`config.mk`:
```
export PLATFORM = sky130hd
export DESIGN_NAME = cntr8_seq
export DESIGN_NICKNAME = d
export VERILOG_FILES = /design/src/rtl/cntr_pkg.sv /design/src/rtl/cmd_fifo.sv /design/src/rtl/cntr8_seq.sv
export SDC_FILE = /design/constraint.sdc
export NUM_CORES = 1
export LEC_CHECK = 0
export BUFFER_PORTS_ARGS = -buffer_cell sky130_fd_sc_hd__clkbuf_2
export CORE_ASPECT_RATIO = 0.9
export CORE_UTILIZATION = 35
export DETAILED_ROUTE_END_ITERATION = 10
export PLACE_DENSITY = 0.51
export SLEW_MARGIN = 20
export SYNTH_ARGS = -nofsm -noshare
export SYNTH_HDL_FRONTEND = slang
export SYNTH_HIERARCHICAL = 1
export SYNTH_SLANG_ARGS = --single-unit
export TNS_END_PERCENT = 100
```
`constraint.sdc`:
```
create_clock -name clk -period 5.03 [get_ports clk]
set_input_delay 0.7545 -clock clk [delete_from_list [all_inputs] [get_ports clk]]
set_output_delay 0.7545 -clock clk [all_outputs]
set_load 0.02 [all_outputs]
```
`src/rtl/cntr_pkg.sv`:
```
// Shared definitions for the counter command sequencer: op codes, FSM states
// and a width helper used to size the command argument.
package cntr_pkg;

    typedef enum logic [1:0] {
        OP_LOAD = 2'd0,
        OP_UP   = 2'd1,
        OP_DOWN = 2'd2,
        OP_WAIT = 2'd3
    } op_e;

    typedef enum logic [1:0] {
        SEQ_IDLE    = 2'd0,
        SEQ_EX_LD   = 2'd1,
        SEQ_EX_CNT  = 2'd2,
        SEQ_EX_WAIT = 2'd3
    } seq_state_e;

    function automatic int unsigned max_w(input int unsigned a, input int unsigned b);
        return (a > b) ? a : b;
    endfunction

endpackage

```
`src/rtl/cmd_fifo.sv`:
```
// Synchronous command FIFO with flush; pointers carry an extra wrap bit so
// full and empty are distinguished without a separate occupancy counter.
module cmd_fifo #(
    parameter int unsigned W     = 10,
    parameter int unsigned DEPTH = 4
) (
    input  logic         clk,
    input  logic         reset_n,
    input  logic         flush,
    input  logic         push,
    input  logic [W-1:0] din,
    input  logic         pop,
    output logic [W-1:0] dout,
    output logic         full,
    output logic         empty
);

    localparam int unsigned AW = $clog2(DEPTH);

    logic [W-1:0] r_mem [DEPTH];
    logic [AW:0]  r_wr_ptr;
    logic [AW:0]  r_rd_ptr;
    logic         w_push;
    logic         w_pop;

    assign w_push = push && !full && !flush;
    assign w_pop  = pop && !empty && !flush;

    assign full  = (r_wr_ptr[AW] != r_rd_ptr[AW]) &&
                   (r_wr_ptr[AW-1:0] == r_rd_ptr[AW-1:0]);
    assign empty = (r_wr_ptr == r_rd_ptr);
    assign dout  = r_mem[r_rd_ptr[AW-1:0]];

    always_ff @(posedge clk) begin
        if (!reset_n || flush) begin
            r_wr_ptr <= '0;
            r_rd_ptr <= '0;
        end else begin
            if (w_push) r_wr_ptr <= r_wr_ptr + (AW+1)'(1);
            if (w_pop)  r_rd_ptr <= r_rd_ptr + (AW+1)'(1);
        end
    end

    always_ff @(posedge clk) begin
        if (w_push) r_mem[r_wr_ptr[AW-1:0]] <= din;
    end

endmodule

```
`src/rtl/cntr8_seq.sv`:
```
// Command sequencer: pops queued LOAD/UP/DOWN/WAIT commands and drives the
// counter's load/enable/direction controls as Moore outputs of the FSM state.
module cntr8_seq
    import cntr_pkg::*;
#(
    parameter int unsigned DATA_W = 8,
    parameter int unsigned LEN_W  = 8,
    parameter int unsigned DEPTH  = 4
) (
    input  logic                              clk,
    input  logic                              reset_n,
    input  logic                              halt,
    input  logic                              cmd_valid,
    output logic                              cmd_ready,
    input  logic [1:0]                        cmd_op,
    input  logic [max_w(DATA_W, LEN_W)-1:0]   cmd_arg,
    output logic                              cnt_load,
    output logic [DATA_W-1:0]                 cnt_d_in,
    output logic                              cnt_en,
    output logic                              cnt_up,
    output logic                              done,
    output logic                              busy,
    output logic [1:0]                        o_state
);

    localparam int unsigned ARG_W = max_w(DATA_W, LEN_W);
    localparam int unsigned FW    = 2 + ARG_W;

    logic [FW-1:0]    w_fifo_dout;
    logic             w_full;
    logic             w_empty;
    logic             w_push;
    logic             w_pop;
    op_e              w_head_op;
    logic [ARG_W-1:0] w_head_arg;

    seq_state_e       r_state,  w_state_nx;
    op_e              r_op,     w_op_nx;
    logic [LEN_W-1:0] r_rem,    w_rem_nx;
    logic [DATA_W-1:0] r_d_in,  w_d_in_nx;
    logic             r_done,   w_done_nx;

    assign cmd_ready  = !w_full && !halt && reset_n;
    assign w_push     = cmd_valid && cmd_ready;
    assign w_head_op  = op_e'(w_fifo_dout[FW-1 -: 2]);
    assign w_head_arg = w_fifo_dout[ARG_W-1:0];

    cmd_fifo #(
        .W     (FW),
        .DEPTH (DEPTH)
    ) u_fifo (
        .clk     (clk),
        .reset_n (reset_n),
        .flush   (halt),
        .push    (w_push),
        .din     ({cmd_op, cmd_arg}),
        .pop     (w_pop),
        .dout    (w_fifo_dout),
        .full    (w_full),
        .empty   (w_empty)
    );

    always_comb begin
        w_state_nx = r_state;
        w_op_nx    = r_op;
        w_rem_nx   = r_rem;
        w_d_in_nx  = r_d_in;
        w_done_nx  = 1'b0;
        w_pop      = 1'b0;
        case (r_state)
            SEQ_IDLE: begin
                if (!w_empty) begin
                    w_pop    = 1'b1;
                    w_op_nx  = w_head_op;
                    w_rem_nx = w_head_arg[LEN_W-1:0];
                    if (w_head_op == OP_LOAD) begin
                        w_d_in_nx  = w_head_arg[DATA_W-1:0];
                        w_state_nx = SEQ_EX_LD;
                    end else if (w_head_arg[LEN_W-1:0] == '0) begin
                        // zero-length command completes straight from the pop
                        w_done_nx = 1'b1;
                    end else if (w_head_op == OP_WAIT) begin
                        w_state_nx = SEQ_EX_WAIT;
                    end else begin
                        w_state_nx = SEQ_EX_CNT;
                    end
                end
            end
            SEQ_EX_LD: begin
                w_state_nx = SEQ_IDLE;
                w_done_nx  = 1'b1;
            end
            SEQ_EX_CNT, SEQ_EX_WAIT: begin
                if (r_rem == LEN_W'(1)) begin
                    w_state_nx = SEQ_IDLE;
                    w_rem_nx   = '0;
                    w_done_nx  = 1'b1;
                end else begin
                    w_rem_nx = r_rem - LEN_W'(1);
                end
            end
            default: w_state_nx = SEQ_IDLE;
        endcase
    end

    always_ff @(posedge clk) begin
        if (!reset_n) begin
            r_state <= SEQ_IDLE;
            r_op    <= OP_LOAD;
            r_rem   <= '0;
            r_d_in  <= '0;
            r_done  <= 1'b0;
        end else if (halt) begin
            r_state <= SEQ_IDLE;
            r_rem   <= '0;
            r_done  <= 1'b0;
        end else begin
            r_state <= w_state_nx;
            r_op    <= w_op_nx;
            r_rem   <= w_rem_nx;
            r_d_in  <= w_d_in_nx;
            r_done  <= w_done_nx;
        end
    end

    assign cnt_load = (r_state == SEQ_EX_LD);
    assign cnt_en   = (r_state == SEQ_EX_CNT);
    assign cnt_up   = (r_state == SEQ_EX_CNT) && (r_op == OP_UP);
    assign cnt_d_in = r_d_in;
    assign done     = r_done;
    assign busy     = (r_state != SEQ_IDLE) || !w_empty;
    assign o_state  = r_state;

endmodule

```
# Word-level counts from Yosys, hierarchy flattened

Memory sizes are Yosys's and may differ from the RTL's. A register that Yosys moved wholly into a read port is not among the register bits.
Index checks and enable logic that the tools add are counted.

Input bits: 14
Output and inout port bits: 16
Bits in latches: 0
Word-level logic and storage cells: 72
Bits in writable memories: 40
Memories: 1
Memory bits (read-only): 0
Flip-flop bits (word level): 27

Divide/modulo/power cells: 0
Reductions and logical operators: 26
$add $sub $neg: 3
Shifts and indexed selects: 0
Magnitude comparators: 0
Equal/unequal tests: 12
$mul: 0
Mux-type cells: 20
Bitwise operators: 3

Memories:

| name         | words | bits a word | read ports | clocked after Yosys merged registers in | wr ports | line           | text |
|---|---|---|---|---|---|---|---|
| u_fifo.r_mem | 4     | 10          | 1          | 1                                       | 1        | cmd_fifo.sv:20 | `logic [W-1:0] r_mem [DEPTH];` |

Operators by type and width:

| operator            | count |
|---|---|
| $mux 8              | 2 |
| $pmux 8 s2          | 1 |
| $mux 2              | 6 |
| $logic_and 1x1->1   | 9 |
| $mux 1              | 9 |
| $eq 8x1->1 const B  | 1 |
| $logic_not 8->1     | 1 |
| $sub 8x1->8 const B | 1 |
| $add 3x1->3 const B | 2 |
| $eq 2x2->1 const B  | 3 |
| $pmux 2 s3          | 1 |
| $reduce_and 3->1    | 2 |
| $eq 2x1->1 const B  | 2 |
| $logic_not 1->1     | 4 |
| $logic_not 2->1     | 2 |
| $ne 2x2->1 const B  | 2 |
| $reduce_and 4->1    | 1 |
| $reduce_bool 2->1   | 2 |
| $reduce_or 2->1     | 2 |
| $eq 3x3->1          | 1 |
| $ne 3x3->1 const B  | 1 |
| $not 1->1           | 3 |
| $pmux 1 s3          | 1 |
| $eq 2x2->1          | 1 |
| other kinds (3)     | 4 |

# Longest topological paths before layout

Depth after elaboration: 10
Mapped depth: 9
Depth with buffers taken out: 8

# Cells and area by module

Netlist, hierarchy kept.

Modules (own cells, without submodules):

| module    | cells an instance | area an instance (um^2) | seq. area each (um^2) | instances |
|---|---|---|---|---|
| cmd_fifo  | 121               | 2,042.0                 | 1,361.3               | 1 |
| cntr8_seq | 140               | 1,171.1                 | 420.4                 | 1 |

# Worst setup path before layout

Ideal clock, no wire load.

Kind: input to register
Start point: in halt
End point: mem u_fifo.r_mem[0][0], enable pin
Path buffers: 0
Library setup time: 0.397 ns
Data required time: 4.633 ns
Stages: 5
Setup slack: 2.135 ns
Arrival: 2.498 ns
Cells stage by stage: nand2b_1 nor2_1 and2_1 nand2b_1 a311oi_1

Longest elaborated chain between the ends: 8

Ends and longest elaborated chain:

| what                           | line            | text |
|---|---|---|
| start, declared                | cntr8_seq.sv:12 | `input logic halt,` |
| $logic_not 1->1                | cntr8_seq.sv:43 | `assign cmd_ready = !w_full && !halt && reset_n;` |
| $logic_and 1x1->1 (2 in a row) | cntr8_seq.sv:43 |  |
| net cmd_ready                  | cntr8_seq.sv:14 | `output logic cmd_ready,` |
| $logic_and 1x1->1              | cntr8_seq.sv:44 | `assign w_push = cmd_valid && cmd_ready;` |
| net w_push                     | cntr8_seq.sv:32 | `logic w_push;` |
| $logic_and 1x1->1 (2 in a row) | cmd_fifo.sv:26  | `assign w_push = push && !full && !flush;` |
| $mux 1                         | cmd_fifo.sv:45  | `if (w_push) r_mem[r_wr_ptr[AW-1:0]] <= din;` |
| $mux 1 (implied by the code)   | cmd_fifo.sv:45  |  |
| end, declared                  | cmd_fifo.sv:20  |  |

The timed path passes the listed nets, and every way through them passes these cells.

# Worst setup path in the final report

Start point: reg u_fifo.r_wr_ptr[1]
End point: out busy

Longest elaborated chain between the ends: 3

Ends and longest elaborated chain:

| what                   | line             | text |
|---|---|---|
| start, declared        | cmd_fifo.sv:21   | `logic [AW:0] r_wr_ptr;` |
| start signal, assigned | cmd_fifo.sv:39   | `if (w_push) r_wr_ptr <= r_wr_ptr + (AW+1)'(1);` |
| $eq 3x3->1             | cmd_fifo.sv:31   | `assign empty = (r_wr_ptr == r_rd_ptr);` |
| net w_empty            | cntr8_seq.sv:31  | `logic w_empty;` |
| $logic_not 1->1        | cntr8_seq.sv:131 | `assign busy = (r_state != SEQ_IDLE) \|\| !w_empty;` |
| $logic_or 1x1->1       | cntr8_seq.sv:131 |  |
| end, declared          | cntr8_seq.sv:22  | `output logic busy,` |

The timed path passes the listed nets, and every way through them passes these cells.

==> impl_metrics.yaml <==
sta:
  rsz0062_at_grt: "false"
  finalSetupViolations: 0
  fin_skew_ns: 0.007850
  layout_min_cycle_time_ns: 3.258
  hold_viol: 0
  holdWs_ns: 0.4617
  fmax_mhz: 307.0
  slew_headroom_pct: 37.53
  worst_pin_slew_ns: 0.9370
  period_share_pct: 64.76
  maxSlewViolCount: 0
  tns_ns: 0
critical_path:
  cp_slowest_cell: "nor2_1"
  path_max_fanout: 12
  cp_slowest_stage_delay_ns: 0.68
  crit_family: "simple AND/OR/NAND/NOR gates"
  r2r-end: "u_fifo/r_rd_ptr[0]"
  crit_buf_inv: 1
  crit_chain: "xnor2_1, nand2_2, nor2_1, nand2_1, clkbuf_2"
  crit_arrival_ns: 2.50
  r2r_setup_slack_ns: 2.12
  critPathKind: "register to output port"
  reg2reg_depth: 7
  required_ns: 4.28
  start_kind: "register"
  r2r-start: "u_fifo/r_wr_ptr[1]"
  cp-end-kind: "output port"
logic_synthesis:
  netlist_top_cells_count: "edfxtp_1 (40), dfxtp_1 (29), o21ai_0 (15)"
  synthXorXnorAreaFrac_pct: 1.869
  synthMuxAreaShare_pct: 8.567
  synth_area_sq_mm: 0.003213
  synth_compound_area_share_pct: 12.50
  ys_ff_latch: 69
  yosys.area_share.simple_pct: 15.69
  yosys.area.top_type: "edfxtp_1"
  syn_inst: 261
  yosys-top-cells-area: "edfxtp_1 (37%), dfxtp_1 (18%), mux4_2 (7.0%)"
  yosys_warnings: 6
  synth.distinct_cells: 51
  synth_top_area_share_pct: 37.38
  async_flop_share_pct: 0
  ys.flop_type: "edfxtp_1"
  syn_area_per_cell_sq_um: 12.31
  synth_adder_area_share_pct: 3.115
  synth_edf_count: 40
  synth_top_family_by_area: "simple AND/OR/NAND/NOR gates"
  ys_seq_area_share_pct: 55.45
  synth_nets: 283
  synth_most_common_cell: "edfxtp_1"
global_routing:
  antenna_found_initial: 0
  grt_pass1_wl_microns: 11300
  grt_max_degree: 29
  grt_overflow: 0
  grt_pass1_vias: 2162
  grt.total_usage_pct: 16.18
worst_hold_path:
  worstHoldStart: "cnt_d_in[5]"
  whs_path_depth: 2
  hp-class: "register to register"
  min_to: "cnt_d_in[5]"
floorplanning:
  initial_core_util_pct: 36.81
  ioPinCount: 30
  fp.coreArea_sq_mm: 0.008728
  die_height_microns: 92.90
  die_area_sq_mm: 0.009568
  die_w_microns: 103.0
  rows: 32
routing:
  vias_per_cell: 5.328
  routedWlPerCell_microns: 16.77
  via_count: 2195
  drt-initial-drc-count: 78
  first_pass_iters: 4
  wirelength_microns: 6908
  ant_nets: 0
  drc_errors: 0
cells_and_area:
  n_antenna_cell: 0
  areaGrowthSynthToFinish_pct: 14.45
  n_fill_cell: 820
  drive_gt1_share_pct: 22.87
  layout.nets: 310
place:
  gp_congestion: 0.7477
  io_buffer_count: 29
  hpwl_microns: 4850
clock_network:
  root_buffer: "clkbuf_8"
  clk_pin_slew_ns: 0.08
  cts_buffers: 9
  htreeDepth: 3
  hold_buffers: 0
  cts_resized: 0
  insertion_delay_ns: 0.35
  cts_tree: "done"
  post_cts_buffers: 0
  clockBufferDepth: 2
  cts_sinks: 69
job:
  max-cap-violations: 0
power:
  vdd_ir_drop_max_v: 0.0001450
  powerDensity_mw_per_mm2: 306.5
  p_leak_nw: 1.286
outcome:
  outcome: "completed"
## placed cells by master (no fill, tap or decap), drive strengths merged, types with 2 or more instances in the layout
cell and instances:
a211o 2, a211oi 6, a21oi 4, a311oi 5, a31oi 6, and2 5
and3 3, and3b 2, clkbuf 38, dfxtp 29, edfxtp 40, ha 8
inv 13, mux2i 5, mux4 10, nand2 14, nand2b 7, nand3 3
nand3b 2, nand4 10, nor2 7, nor2b 5, nor3 4, nor3b 2
nor4 2, nor4bb 3, o211ai 4, o21a 5, o21ai 15, o2bb2ai 2
or2 3, or3 2, or4 5, or4b 2, xnor2 3, xor2 3
## sequential cells by signal, indices dropped and copies added (netlist names), named ones only
signal / cells
u_fifo/r_mem: 40
cnt_d_in: 8
r_rem: 8
u_fifo/r_rd_ptr: 3
u_fifo/r_wr_ptr: 3
o_state: 2
r_op: 2
done: 1
## worst max-delay path by stage
| stage | start | to | slack (ns) | cells past startpoint |
|---|---|---|---|---|
| after global placement | reset_n | u_fifo/r_mem[0][8] | 1.70 | 6 |
| after floorplan | halt | u_fifo/r_mem[0][0] | 2.14 | 5 |
| after global routing | u_fifo/r_wr_ptr[1] | busy | 1.57 | 5 |
| final | u_fifo/r_wr_ptr[1] | busy | 1.77 | 5 |
| after CTS | u_fifo/r_wr_ptr[1] | busy | 1.78 | 5 |
| after detailed placement | reset_n | u_fifo/r_mem[0][9] | 1.59 | 6 |
## cell families after synthesis
group,Yosys count
AO/OA/AOI/OAI,57
XOR/XNOR,6
adder cells (fa/ha/maj),8
buffers and inverters,23
flip-flops,69
multiplexers,15
AND/OR/NAND/NOR,83
## routing by layer
| metal | vias to the layer above | global-route usage [%] | share of wire (%) |
|---|---|---|---|
| met1 | 1077 | 22.78 | 49 |
| met2 | 41 | 23.28 | 46 |
| li1 | 1073 | - | - |
| met4 | 0 | 5.986 | 1.1 |
| met5 | - | 0 | 0 |
| met3 | 4 | 4.830 | 3.9 |
## layout make-up
cell class	instances	area [sq um]	area share, %
clock buffers	9	123.9	3.368
well taps	119	148.9	4.049
flip-flops and latches	69	1782	48.45
multi-input cells	169	1348	36.65
clock inverters	7	88.84	2.416
inverters	9	33.78	0.9187
repair buffers	30	152.6	4.151
## stage by stage
| step | total power, mW | instances | utilization [%] | instance area (sq um) | setup WS (ns) |
|---|---|---|---|---|---|
| after global placement | 0.6594 | 396 | 39.69 | 3465 | 1.703 |
| final | 1.127 | 412 | 42.13 | 3677 | 1.772 |
| after floorplan | 0.6407 | 261 | - | 3213 | 2.135 |
| after global routing | 1.173 | 412 | 42.13 | 3677 | 1.574 |
| after CTS | 1.143 | 412 | 42.13 | 3677 | 1.780 |
| after detailed placement | 0.6594 | 396 | 39.69 | 3465 | 1.586 |
## power by group
part           internal (mW)  switching [mW]  total [mW]
logic                 0.0166          0.0277      0.0443
registers              0.599         0.00311       0.602
clock network          0.242           0.239       0.481
## worst register-to-register path: cells and delay by family, from the launching register on
kind	cells	cell delay, ns
simple gates	4	1.53
flops	1	0.41
compound gates	2	0.32
xor+xnor	1	0.53
Power figures use the tool's default switching activity.
